===== config.mk =====
export PLATFORM = sky130hd
export DESIGN_NAME = catraca_tarifada
export DESIGN_NICKNAME = d
export VERILOG_FILES = /design/src/rtl/catraca_tarifada.sv
export SDC_FILE = /design/constraint.sdc
export NUM_CORES = 1
export LEC_CHECK = 0
export BUFFER_PORTS_ARGS = -buffer_cell sky130_fd_sc_hd__buf_4
export CORE_UTILIZATION = 50
export DETAILED_ROUTE_END_ITERATION = 7
export PLACE_DENSITY = 0.76
export SLEW_MARGIN = 25
export SYNTH_ARGS = -nofsm -noshare
export SYNTH_HDL_FRONTEND = slang
export SYNTH_SLANG_ARGS = --single-unit

===== constraint.sdc =====
create_clock -name clk -period 3.8 [get_ports clk]
set_input_delay 0.38 -clock clk [delete_from_list [all_inputs] [get_ports clk]]
set_output_delay 0.38 -clock clk [all_outputs]
set_load 0.05 [all_outputs]

===== src/rtl/catraca_tarifada.sv =====
// Coin-operated turnstile: collects PRICE coins to unlock the arm, counts
// passages, raises an alarm on forced pushes and relocks after a dwell timeout.
module catraca_tarifada #(
    parameter int unsigned PRICE    = 3,
    parameter int unsigned TIMEOUT  = 16,
    parameter int unsigned CNT_W    = 8,
    localparam int unsigned CREDIT_W = $clog2(PRICE + 1)
) (
    input  logic                clk,
    input  logic                rst_n,
    input  logic                coin_i,
    input  logic                push_i,
    input  logic                ack_i,
    input  logic                cnt_clr_i,
    output logic                locked_o,
    output logic                unlocked_o,
    output logic                alarm_o,
    output logic [CREDIT_W-1:0] credit_o,
    output logic [CNT_W-1:0]    counter_o,
    output logic                reject_o,
    output logic                timeout_o,
    output logic [1:0]          state_dbg_o
);

    // Inputs are level samples taken on every rising edge; there is no
    // valid/ready handshake: a coin or push is consumed in the cycle it is seen.

    typedef enum logic [1:0] {
        S_LOCKED   = 2'd0,
        S_PAYING   = 2'd1,
        S_UNLOCKED = 2'd2,
        S_ALARM    = 2'd3
    } state_t;

    localparam int unsigned TIMER_W = (TIMEOUT > 1) ? $clog2(TIMEOUT) : 1;

    // Credit value that, plus the incoming coin, completes the fare.
    localparam logic [CREDIT_W-1:0] PRICE_LAST = CREDIT_W'(PRICE - 1);
    localparam logic [TIMER_W-1:0]  TIMER_LAST = TIMER_W'((TIMEOUT > 0) ? (TIMEOUT - 1) : 0);
    localparam logic [CNT_W-1:0]    CNT_MAX    = '1;

    state_t              state_q,   state_d;
    logic [CREDIT_W-1:0] credit_q,  credit_d;
    logic [CNT_W-1:0]    counter_q, counter_d;
    logic [TIMER_W-1:0]  timer_q,   timer_d;
    logic                reject_q,  reject_d;
    logic                timeout_q, timeout_d;
    logic                passage;

    always_ff @(posedge clk or negedge rst_n) begin
        if (!rst_n) begin
            state_q   <= S_LOCKED;
            credit_q  <= '0;
            counter_q <= '0;
            timer_q   <= '0;
            reject_q  <= 1'b0;
            timeout_q <= 1'b0;
        end else begin
            state_q   <= state_d;
            credit_q  <= credit_d;
            counter_q <= counter_d;
            timer_q   <= timer_d;
            reject_q  <= reject_d;
            timeout_q <= timeout_d;
        end
    end

    always_comb begin
        state_d   = state_q;
        credit_d  = credit_q;
        timer_d   = '0;
        reject_d  = 1'b0;
        timeout_d = 1'b0;
        passage   = 1'b0;

        case (state_q)
            S_LOCKED, S_PAYING: begin
                if (push_i) begin
                    // A push on a locked arm is forced entry: drop the fare.
                    state_d  = S_ALARM;
                    credit_d = '0;
                    reject_d = coin_i;
                end else if (coin_i) begin
                    if (credit_q == PRICE_LAST) begin
                        state_d  = S_UNLOCKED;
                        credit_d = '0;
                    end else begin
                        state_d  = S_PAYING;
                        credit_d = credit_q + 1'b1;
                    end
                end
            end

            S_UNLOCKED: begin
                reject_d = coin_i;
                if (push_i) begin
                    state_d = S_LOCKED;
                    passage = 1'b1;
                end else if ((TIMEOUT > 0) && (timer_q == TIMER_LAST)) begin
                    state_d   = S_LOCKED;
                    timeout_d = 1'b1;
                end else begin
                    // The default of zero covers entry; only staying increments.
                    timer_d = timer_q + 1'b1;
                end
            end

            S_ALARM: begin
                reject_d = coin_i;
                if (ack_i) begin
                    state_d = S_LOCKED;
                end
            end

            default: begin
                state_d  = S_LOCKED;
                credit_d = '0;
            end
        endcase
    end

    // Clear wins over a simultaneous passage; the count sticks at all ones.
    always_comb begin
        counter_d = counter_q;
        if (cnt_clr_i) begin
            counter_d = '0;
        end else if (passage && (counter_q != CNT_MAX)) begin
            counter_d = counter_q + 1'b1;
        end
    end

    assign locked_o    = (state_q == S_LOCKED) || (state_q == S_PAYING);
    assign unlocked_o  = (state_q == S_UNLOCKED);
    assign alarm_o     = (state_q == S_ALARM);
    assign credit_o    = credit_q;
    assign counter_o   = counter_q;
    assign reject_o    = reject_q;
    assign timeout_o   = timeout_q;
    assign state_dbg_o = state_q;

endmodule


# Word level (Yosys, flattened, before mapping)
# Cells that the tools add are included.
[classes] mux=22 add_sub_neg=3 reduce_logical=9 n_eq_ne=9
[op_table] operator="$mux 2" n=9
[op_table] operator="$mux 8" n=2
[op_table] operator="$mux 4" n=3
[op_table] operator="$add 8x1->8 const B" n=1
[op_table] operator="$ne 8x8->1 const B" n=1
[op_table] operator="$eq 2x2->1 const B" n=3
[op_table] operator="$mux 1" n=6
[op_table] operator="$pmux 2 s3" n=1
[op_table] operator="$add 4x1->4 const B" n=1
[op_table] operator="$eq 4x4->1 const B" n=1
[op_table] operator="$reduce_bool 2->1" n=2
[op_table] operator="$reduce_or 2->1" n=2
[op_table] operator="$ne 3x2->1 const B" n=1
[op_table] operator="$ne 3x3->1 const B" n=1
[op_table] operator="$reduce_and 3->1" n=1
[op_table] operator="$add 2x1->2 const B" n=1
[op_table] operator="$eq 2x1->1 const B" n=1
[op_table] operator="$logic_not 2->1" n=1
[op_table] operator="$ne 2x2->1 const B" n=1
[op_table] operator="$pmux 1 s2" n=1
[op_table] operator="$reduce_and 2->1" n=1
[op_table] operator="$logic_and 1x1->1" n=1
[op_table] operator="$logic_or 1x1->1" n=1
[totals] out_inout_bits=17 in_bits=6 word_cells=49 ff_bits=18

# Longest topological paths before layout
# Gate-level depths: netlist (run 1).
[logic_depth] depth_word=5 mapped_depth=6 depth_no_buf=5

# Worst setup path after synthesis (run 1)
# OpenSTA, ideal clock, no wires.
[synth_path] path_kind="reg2reg" start="register state_q[1], in the netlist state_dbg_o[1]" end="register timer_q[3]" t_arrival_ns=2.113 synth_period_minus_slack_ns=2.202 t_required_ns=3.711 stages_incl_launch_ff=6 path_slack_ns=1.598 n_path_buf=1 setup_time_ns=0.089 cell_sequence="dfrtp_1 buf_4 inv_2 nor2_1 nand2_1 nor3b_1"
[synth_between] elab_chain_len=2
[synth_rtl] item="start: declaration" line="42" rtl="state_t state_q, state_d;"
[synth_rtl] item="start signal: assignment" line="59" rtl="state_q <= state_d;"
[synth_rtl] item="$eq 2x2->1"
[synth_rtl] item="named net unlocked_o" line="16" rtl="output logic unlocked_o,"
[synth_rtl] item="$mux 4" line="76" rtl="case (state_q)"
[synth_rtl] item="named net timer_d[3]" line="45" rtl="logic [TIMER_W-1:0] timer_q, timer_d;"
[synth_rtl] item="end signal: assignment" line="62" rtl="timer_q <= timer_d;"
[synth_rtl] item="end: declaration" line="45"
# The timed path passes the listed nets, and every way through them passes these cells.
# A chain may end at the register's enable or synchronous reset.

# Final worst setup path (run 1)
[layout_path] start="register state_q[1], in the netlist state_dbg_o[1]" end="output port unlocked_o"
[layout_between] elab_chain_len=1
[layout_rtl] item="$eq 2x2->1" line="133" rtl="assign unlocked_o = (state_q == S_UNLOCKED);"
[layout_rtl] item="end: declaration" line="16"
# No other way between the ends.

==> results of run 1 <==
per-layer routing:
metal / vias to the layer above / GRT usage / share of wire / wire (um)
met5: - / 0 / 0 / 0
met4: 0 / 0.0848 / 0.015 / 26
met3: 4 / 0.0449 / 0.042 / 72
met2: 18 / 0.353 / 0.50 / 871
met1: 352 / 0.251 / 0.44 / 754
li1: 344 / - / - / -
cells in the mapped netlist, types with 2 or more instances:
master	n
a21oi_1	2
and2_1	3
and3_1	2
dfrtp_1	18
ha_1	2
inv_1	2
nand2_1	5
nand3_1	3
nor2_1	13
nor2b_1	4
o2111ai_1	2
o21ai_0	2
o21ai_1	2
xor2_1	6
worst min path at each step:
stage	start	end	slack, ps	cells after the start
final	push_i	credit_o[0]	320	2
after global routing	cnt_clr_i	counter_o[3]	310	2
after CTS	push_i	credit_o[0]	310	2
after detailed placement	rst_n	counter_o[4]	260	1
after global placement	rst_n	counter_o[4]	260	1
after floorplan	rst_n	counter_o[0]	80	0
state kept, by name, summed over array words and instances, names as in the netlist:
register and cells:
counter_o 8, timer_q 4, credit_o 2, state_dbg_o 2
reject_o 1, timeout_o 1
logic make-up after synthesis:
group	synth area share
and+or+nand+nor	0.216
DFF	0.509
AOI/OAI and AO/OA	0.127
xor gates and xnor gates	0.0693
buffers and inverters	0.0382
adders and majority gates	0.0283
muxes	0.0113
repair_timing:
item	CTS	global route
endpoints found under the setup margin	0	0
resized for setup	0	0
hold buffers	1	0
endpoints found under the hold margin	18	0
per-stage QoR:
| step | hold slack [ps] | worst slack, ps | cell area [um2] | utilization | cells |
|---|---|---|---|---|---|
| 2_1_floorplan | 84.4 | 1600 | 885 | - | 86 |
| 5_1_grt | 307 | 2040 | 1080 | 0.685 | 125 |
| 3_5_place_dp | 262 | 2280 | 1050 | 0.664 | 121 |
| 6_report | 319 | 2140 | 1080 | 0.685 | 125 |
| 4_1_cts | 305 | 2130 | 1080 | 0.685 | 125 |
| 3_3_place_gp | 258 | 2340 | 1050 | 0.664 | 121 |
final cells by class:
type | instances | share of cell area
well taps | 16 | 0.0185
clock buffers | 3 | 0.0209
repair buffers | 23 | 0.162
multi-input cells | 62 | 0.371
inverters | 3 | 0.0104
flip-flops and latches | 18 | 0.417
power breakdown:
part | internal (mW) | switching, mW | leakage (nW)
Sequential | 0.218 | 0.0411 | 0.242
Combinational | 0.0912 | 0.212 | 0.282
Clock | 0.0367 | 0.0519 | 0.0138
Total | 0.346 | 0.305 | 0.538
==> flow_summary.toml, run 1 <==
[status]
status = "completed"

[clock_network]
cts_made_buffers = 3
cts_tree = "yes"
clock-sinks = 18
path_clk_slew_ps = 90
htree_num_levels = 1
cts_setup_buffers = 0
ctsLongestPathBuffers = 2
cts-root-buf = "clkbuf_4"
clock_latency_ps = 280

[yosys]
ys_types = 34
syn_area_um2 = 885
async_flop_share = 1.00
yosys_warnings = 0
synth_edf_count = 0
ys_seq_area_frac = 0.509
netlist_instances = 86
synth_top_area_frac = 0.509
avgSynthCellArea_um2 = 10.3
synthFlopType = "dfrtp_1"
yosys-top-cells-area = "dfrtp_1 51%, xor2_1 5.9%, nor2_1 5.5%"
synth_fp_nets = 94
synth_top_cell_by_area = "dfrtp_1"
synth-seq-cells = 18

[global_route]
grt_antenna_before_repair = 0
grt_pass1_vias = 691
overflow = 0
grt_start_max_net_pins = 19
grt_usage = 0.206
grt_pass1_wl_mm = 2.90

[layout]
area.sequential_um2 = 450
layout_commonest_cell = "buf_4"
nets = 119
area_delta_synth_final_pct = 22.1
final_cell_mix = "22 x buf_4, 18 x dfrtp_1, 13 x nor2_1"
drive_gt1_frac = 0.257
nFillCells = 134
antennaDiodeCount = 0
multi_input_area_um2 = 400

[floorplanning]
rows = 14
start_util = 0.561
core-area_mm2 = 0.00158
die_h_um = 44.1
fp.dieArea_mm2 = 0.00194
boundaryPins = 23
die_w_um = 44.1

[timing]
max_slew.worst_pin.slew_ps = 323
setup_violations = 0
max_freq_mhz = 604
finalClockSkew_ps = 2.92
finalCritPeriodShare = 0.436
slew_viol_final = 0
setup_tns_ps = 0
finalHoldViolCount = 0
max_slew_margin = 0.785
rsz0062_at_grt = "false"
period_minus_slack_ps = 1660

[critical_path]
worstPathCellList = "inv_2 -> nor2_1 -> buf_4"
startpoint = "state_dbg_o[1]"
r2r_cells = 4
arrival_ps = 1280
critPathBufInv = 2
end_kind = "output port"
cp_slowest_stage_delay_ps = 540
rr_startpoint = "state_dbg_o[1]"
required_ps = 3420
crit_path_start_kind = "register"
endpoint = "unlocked_o"
cp_slowest_cell = "dfrtp_1"
crit_type = "reg -> out"
critical_path_depth = 3
worstPathMaxFanout = 11
r2r_slack_ps = 2240
r2r_end = "counter_o[7]"
cp_top_family = "flip-flops"

[power]
cellPowerDensity_mw_per_mm2 = 603
p_total_uw = 651
max-vdd-ir-drop_v = 0.000474
leakage_nw = 0.538

[placed_design]
gp_congestion = 0.809
port_buffers = 22
dpl.hpwl_mm = 1.28

[routing]
wl_mm = 1.73
route.detailed.drc = 0
dr_total_vias = 718
wire_per_inst_um = 13.8
drtIter0Drc = 11
dr.pass1.iters = 5
via_per_inst = 5.74
ant_nets = 0

[hold_path]
hold_class = "in -> reg"

[run]
drv_cap = 0
No activity file was read; power rests on OpenSTA's default activity.
==> run 2: changes to the inputs <==
--- a/config.mk
+++ b/config.mk
@@ -5,10 +5,11 @@
 export SDC_FILE = /design/constraint.sdc
 export NUM_CORES = 1
 export LEC_CHECK = 0
+export ABC_AREA = 1
 export BUFFER_PORTS_ARGS = -buffer_cell sky130_fd_sc_hd__buf_4
 export CORE_UTILIZATION = 50
 export DETAILED_ROUTE_END_ITERATION = 7
-export PLACE_DENSITY = 0.76
+export PLACE_DENSITY = 0.75
 export SLEW_MARGIN = 25
 export SYNTH_ARGS = -nofsm -noshare
 export SYNTH_HDL_FRONTEND = slang
==> constraint.sdc (replaced) <==
create_clock -name clk -period 1.58 [get_ports clk]
set_input_delay 0.158 -clock clk [delete_from_list [all_inputs] [get_ports clk]]
set_output_delay 0.158 -clock clk [all_outputs]
set_load 0.05 [all_outputs]
==> flow_summary.toml, run 2 <==
[global_route]
grt_usage = 0.209
overflow = 0
grt_antenna_before_repair = 0
grt_pass1_wl_mm = 3.08
grt_start_max_net_pins = 19
met2_usage = 0.329
use_met3 = 0.0357
grt_pass1_vias = 772
use_met1 = 0.268
grt-busiest-layer = "met2"

[clock_network]
clock_latency_ps = 290
htree_num_levels = 1
ctsLongestPathBuffers = 2
cts-root-buf = "clkbuf_4"
cts_resized = 0
cts_tree = "yes"
cts_made_buffers = 3
path_clk_slew_ps = 90
clock-sinks = 18

[floorplanning]
die_h_um = 45.5
die_w_um = 45.5
core-area_mm2 = 0.00175
fp.dieArea_mm2 = 0.00207
start_util = 0.542
rows = 15
boundaryPins = 23

[routing]
drtIter0Drc = 17
route.detailed.drc = 0
via_per_inst = 4.90
dr_total_vias = 838
wl_mm = 1.82
ant_nets = 0
dr.pass1.iters = 4
wire_per_inst_um = 10.6

[yosys]
synth_edf_count = 0
ys_types = 20
avgSynthCellArea_um2 = 7.95
synth_top_area_frac = 0.476
netlist_instances = 119
yosys-top-cells-area = "dfrtp_1 48%, nand2_1 12%, nand3_1 7.9%"
synth_fp_nets = 127
synth_top_cell_by_area = "dfrtp_1"
synth-seq-cells = 18
yosys_warnings = 0
yosysMostFrequentCell = "nand2_1"
ys_seq_area_frac = 0.476
async_flop_share = 1.00
synth_common_cells = "31 x nand2_1, 18 x dfrtp_1, 16 x inv_1"
synthFlopType = "dfrtp_1"
syn_area_um2 = 946

[timing]
max_freq_mhz = 688
setup_violations = 0
finalClockSkew_ps = 7.73
slew_viol_final = 0
max_slew.worst_pin.slew_ps = 331
rsz0062_at_grt = "false"
finalHoldViolCount = 0
period_minus_slack_ps = 1450
max_slew_margin = 0.779
finalCritPeriodShare = 0.920

[critical_path]
end_kind = "register"
r2r_cells = 7
crit_type = "reg -> reg"
r2r_slack_ps = 130
worstPathMaxFanout = 9
rr_startpoint = "counter_o[0]"
arrival_ps = 1640
startpoint = "counter_o[0]"
crit_path_start_kind = "register"
r2r_end = "counter_o[1]"
required_ps = 1760

[power]
leakage_nw = 0.633
max-vdd-ir-drop_v = 0.00109
cellPowerDensity_mw_per_mm2 = 1480
p_total_mw = 1.76

[layout]
antennaDiodeCount = 0
largest_reg_flops = 8
final_cell_mix = "31 x nand2_1, 22 x buf_4, 17 x dfrtp_1"
final-instance-count-excl-fill = 171
drive_gt1_frac = 0.233
layout_commonest_cell = "nand2_1"
area_delta_synth_final_pct = 26.3
nets = 155

[placed_design]
dp.cells = 166
gp_congestion = 0.861
port_buffers = 22
dpl.hpwl_mm = 1.41

[hold_path]
min-delay-start = "coin_i"
holdPathStages = 3
min_to = "reject_o"
hold_class = "in -> reg"

[run]
drv_cap = 0

[status]
status = "completed"
==> run 2: cell types whose count changed after synthesis, moves of 3 or more <==
cell     before  now
xor2_1        6    2
nand2_1       5   31
nand3_1       3   15
and2_1        3    0
inv_1         2   16
nor2_4        0    3
nor2b_1       4    0
==> run 2: worst max-delay path, cell delays in order, from the launching register on <==
cell     delay [ps]
dfrtp_1         430
ha_1            230
nand2_1         150
nor2_4           70
a21oi_4         270
nor2_4           80
nand2_1          80
nand2_1          50
==> run 2: worst max path at each step <==
| stage | to | slack (ps) |
|---|---|---|
| global placement | counter_o[1] | 180 |
| CTS | counter_o[1] | 130 |
| floorplan | counter_o[7] | -70 |
| global route | counter_o[1] | 20 |
| finish | counter_o[1] | 130 |
| detailed placement | counter_o[6] | 140 |
==> run 2: metal layers <==
layer | up-vias | part of all wire
met5 | - | 0
met4 | 0 | 0.024
met3 | 6 | 0.047
met2 | 28 | 0.47
met1 | 371 | 0.46
li1 | 433 | -
==> run 2: timing repair <==
item / in CTS / in global routing
setup buffers: 0 / 0
hold endpoints to repair: 18 / 0
setup endpoints to repair: 0 / 0
hold buffers: 1 / 0
==> run 2: cell families after synthesis <==
logic type,Yosys count,synth area share
compound gates,11,0.0794
xor+xnor,3,0.0278
fa+ha+maj,2,0.0265
buf+inv,17,0.0675
flops,18,0.476
simple gates,68,0.323
==> run 2: where the power goes <==
part,switching (mW),internal (mW)
Clock,0.136,0.140
Combinational,0.600,0.248
Sequential,0.102,0.537
==> run 2: metrics by stage <==
stage	worst slack, ps	hold slack (ps)	instance area, um2	setup TNS (ps)	utilization
finish	127	135	1190	0	0.685
CTS	127	130	1190	0	0.685
global placement	183	37.4	1150	0	0.658
floorplan	-68.4	-138	952	-521	-
global route	16.9	156	1190	0	0.685
detailed placement	141	39.2	1150	0	0.658
==> run 2: final cells by class <==
cell class                 count  area (um2)
clock buffer                   4        36.3
tap                           25        31.3
multi-input combinational     84         432
timing repair buffer          23         175
fill                         146         551
inverter                      17        68.8
sequential                    18         452
==> run 3: changes to the inputs <==
==> constraint.sdc (replaced) <==
create_clock -name clk -period 1.74 [get_ports clk]
set_input_delay 0.174 -clock clk [delete_from_list [all_inputs] [get_ports clk]]
set_output_delay 0.174 -clock clk [all_outputs]
set_load 0.05 [all_outputs]
==> flow_summary.toml, run 3 (same netlist as run 2, synthesis figures left out) <==
[floorplanning]
fp.dieArea_mm2 = 0.00207
rows = 15
die_h_um = 45.5
die_w_um = 45.5
boundaryPins = 23
core-area_mm2 = 0.00175
start_util = 0.542

[status]
status = "completed"

[timing]
layout_setup_ws_ps = 276
max_freq_mhz = 683
holdWs_ps = 154
finalCritPeriodShare = 0.841
max_slew.worst_pin.slew_ps = 325
rsz0062_at_grt = "false"
setup_violations = 0
max_slew_margin = 0.783
slew_viol_final = 0
setup_tns_ps = 0
finalHoldViolCount = 0
finalClockSkew_ps = 3.34
period_minus_slack_ps = 1460

[clock_network]
cts_made_buffers = 3
clock_latency_ps = 280
cts-root-buf = "clkbuf_4"
path_clk_slew_ps = 90
htree_num_levels = 1
cts_setup_buffers = 0
ctsLongestPathBuffers = 2
clock-sinks = 18
cts_tree = "yes"

[critical_path]
worstPathCellList = "ha_1 -> nand2_1 -> nor2_4 -> a21oi_4 -> nor2_4 -> nand2_1 -> nand2_1"
crit_path_frequent_cell = "nand2_1"
worstPathMaxFanout = 9
startpoint = "counter_o[0]"
crit_type = "reg -> reg"
rr_startpoint = "counter_o[0]"
required_ps = 1920
cp_slowest_stage_delay_ps = 440
arrival_ps = 1640
crit_path_start_kind = "register"
end_kind = "register"
cp_slowest_cell = "dfrtp_1"

[run]
drv_cap = 0

[placed_design]
dp.cells = 166
port_buffers = 22
dpl.hpwl_mm = 1.37
gp_congestion = 0.883
pre_cts_ws_ps = 295
place_area_mm2 = 0.00114

[global_route]
grt_usage = 0.195
grt_pass1_wl_mm = 2.82
grt_start_max_net_pins = 19
overflow = 0
grt_antenna_before_repair = 0
grt_pass1_vias = 680

[power]
p_int_uw = 835
p_clk_frac = 0.157
max-vdd-ir-drop_v = 0.00117
p_total_mw = 1.58
cellPowerDensity_mw_per_mm2 = 1330
leakage_nw = 0.632
seq_power_share = 0.360
power_frac_comb = 0.484
p_switching_uw = 745
swShare = 0.471

[routing]
dr.pass1.iters = 4
route.detailed.drc = 0
ant_nets = 0
drtIter0Drc = 21
dr_total_vias = 804
wl_mm = 1.75
wire_per_inst_um = 10.2
via_per_inst = 4.70

[layout]
nets = 155
nFillCells = 144
final-instance-count-excl-fill = 171
final_util = 0.682
layout_commonest_cell = "nand2_1"
final_cell_mix = "31 x nand2_1, 22 x buf_4, 17 x dfrtp_1"
drive_gt1_frac = 0.233
largest_reg_flops = 8
fin_area_mm2 = 0.00119
antennaDiodeCount = 0
area_delta_synth_final_pct = 25.8

[hold_path]
min-delay-start = "coin_i"
hold_class = "in -> reg"
==> run 3: final timing paths <==
kind | to | slack (ps) | cells after the start
worst max-delay path | counter_o[0] | 280 | 7
worst min-delay path | reject_o | 150 | 3
worst max register to register | counter_o[0] | 280 | 7
worst min register to register | timer_q[0] | 470 | 1
max in group asynchronous | state_dbg_o[1] | 1250 | 2
min in group asynchronous | state_dbg_o[1] | 280 | 2
==> run 3: critical path: cells and delay by family (launching register included) <==
family,cells,cell delay [ps]
AO/OA/AOI/OAI,1,270
adder cells (fa/ha/maj),1,230
flip-flops,1,440
AND/OR/NAND/NOR,5,430
==> run 3: power by group through the flow <==
stage	combinational, mW	clock, mW	sequential (mW)
after detailed placement	0.766	0	0.576
after CTS	0.770	0.260	0.567
after global routing	0.815	0.281	0.580
after global placement	0.758	0	0.574
after floorplan	0.336	0	0.781
final	0.764	0.247	0.568
==> run 3: layout make-up <==
type | count | area [um2] | share of cell area
inverter | 17 | 63.8 | 0.0536
clock buffer | 4 | 36.3 | 0.0305
sequential | 18 | 452 | 0.380
timing repair buffer | 23 | 175 | 0.147
multi-input combinational | 84 | 432 | 0.363
tap | 25 | 31.3 | 0.0263
==> run 3: metal layers <==
metal  track usage  vias up  routed length (um)
li1              -      433                   -
met1         0.246      353                 836
met2         0.320       16                 829
met3        0.0238        2                  63
met4         0.109        0                  22
met5             0        -                   0
==> run 3: repair_timing <==
| item | CTS | global route |
|---|---|---|
| hold endpoints to repair | 18 | 0 |
| hold buffers | 1 | 0 |
| resized for setup | 0 | 0 |
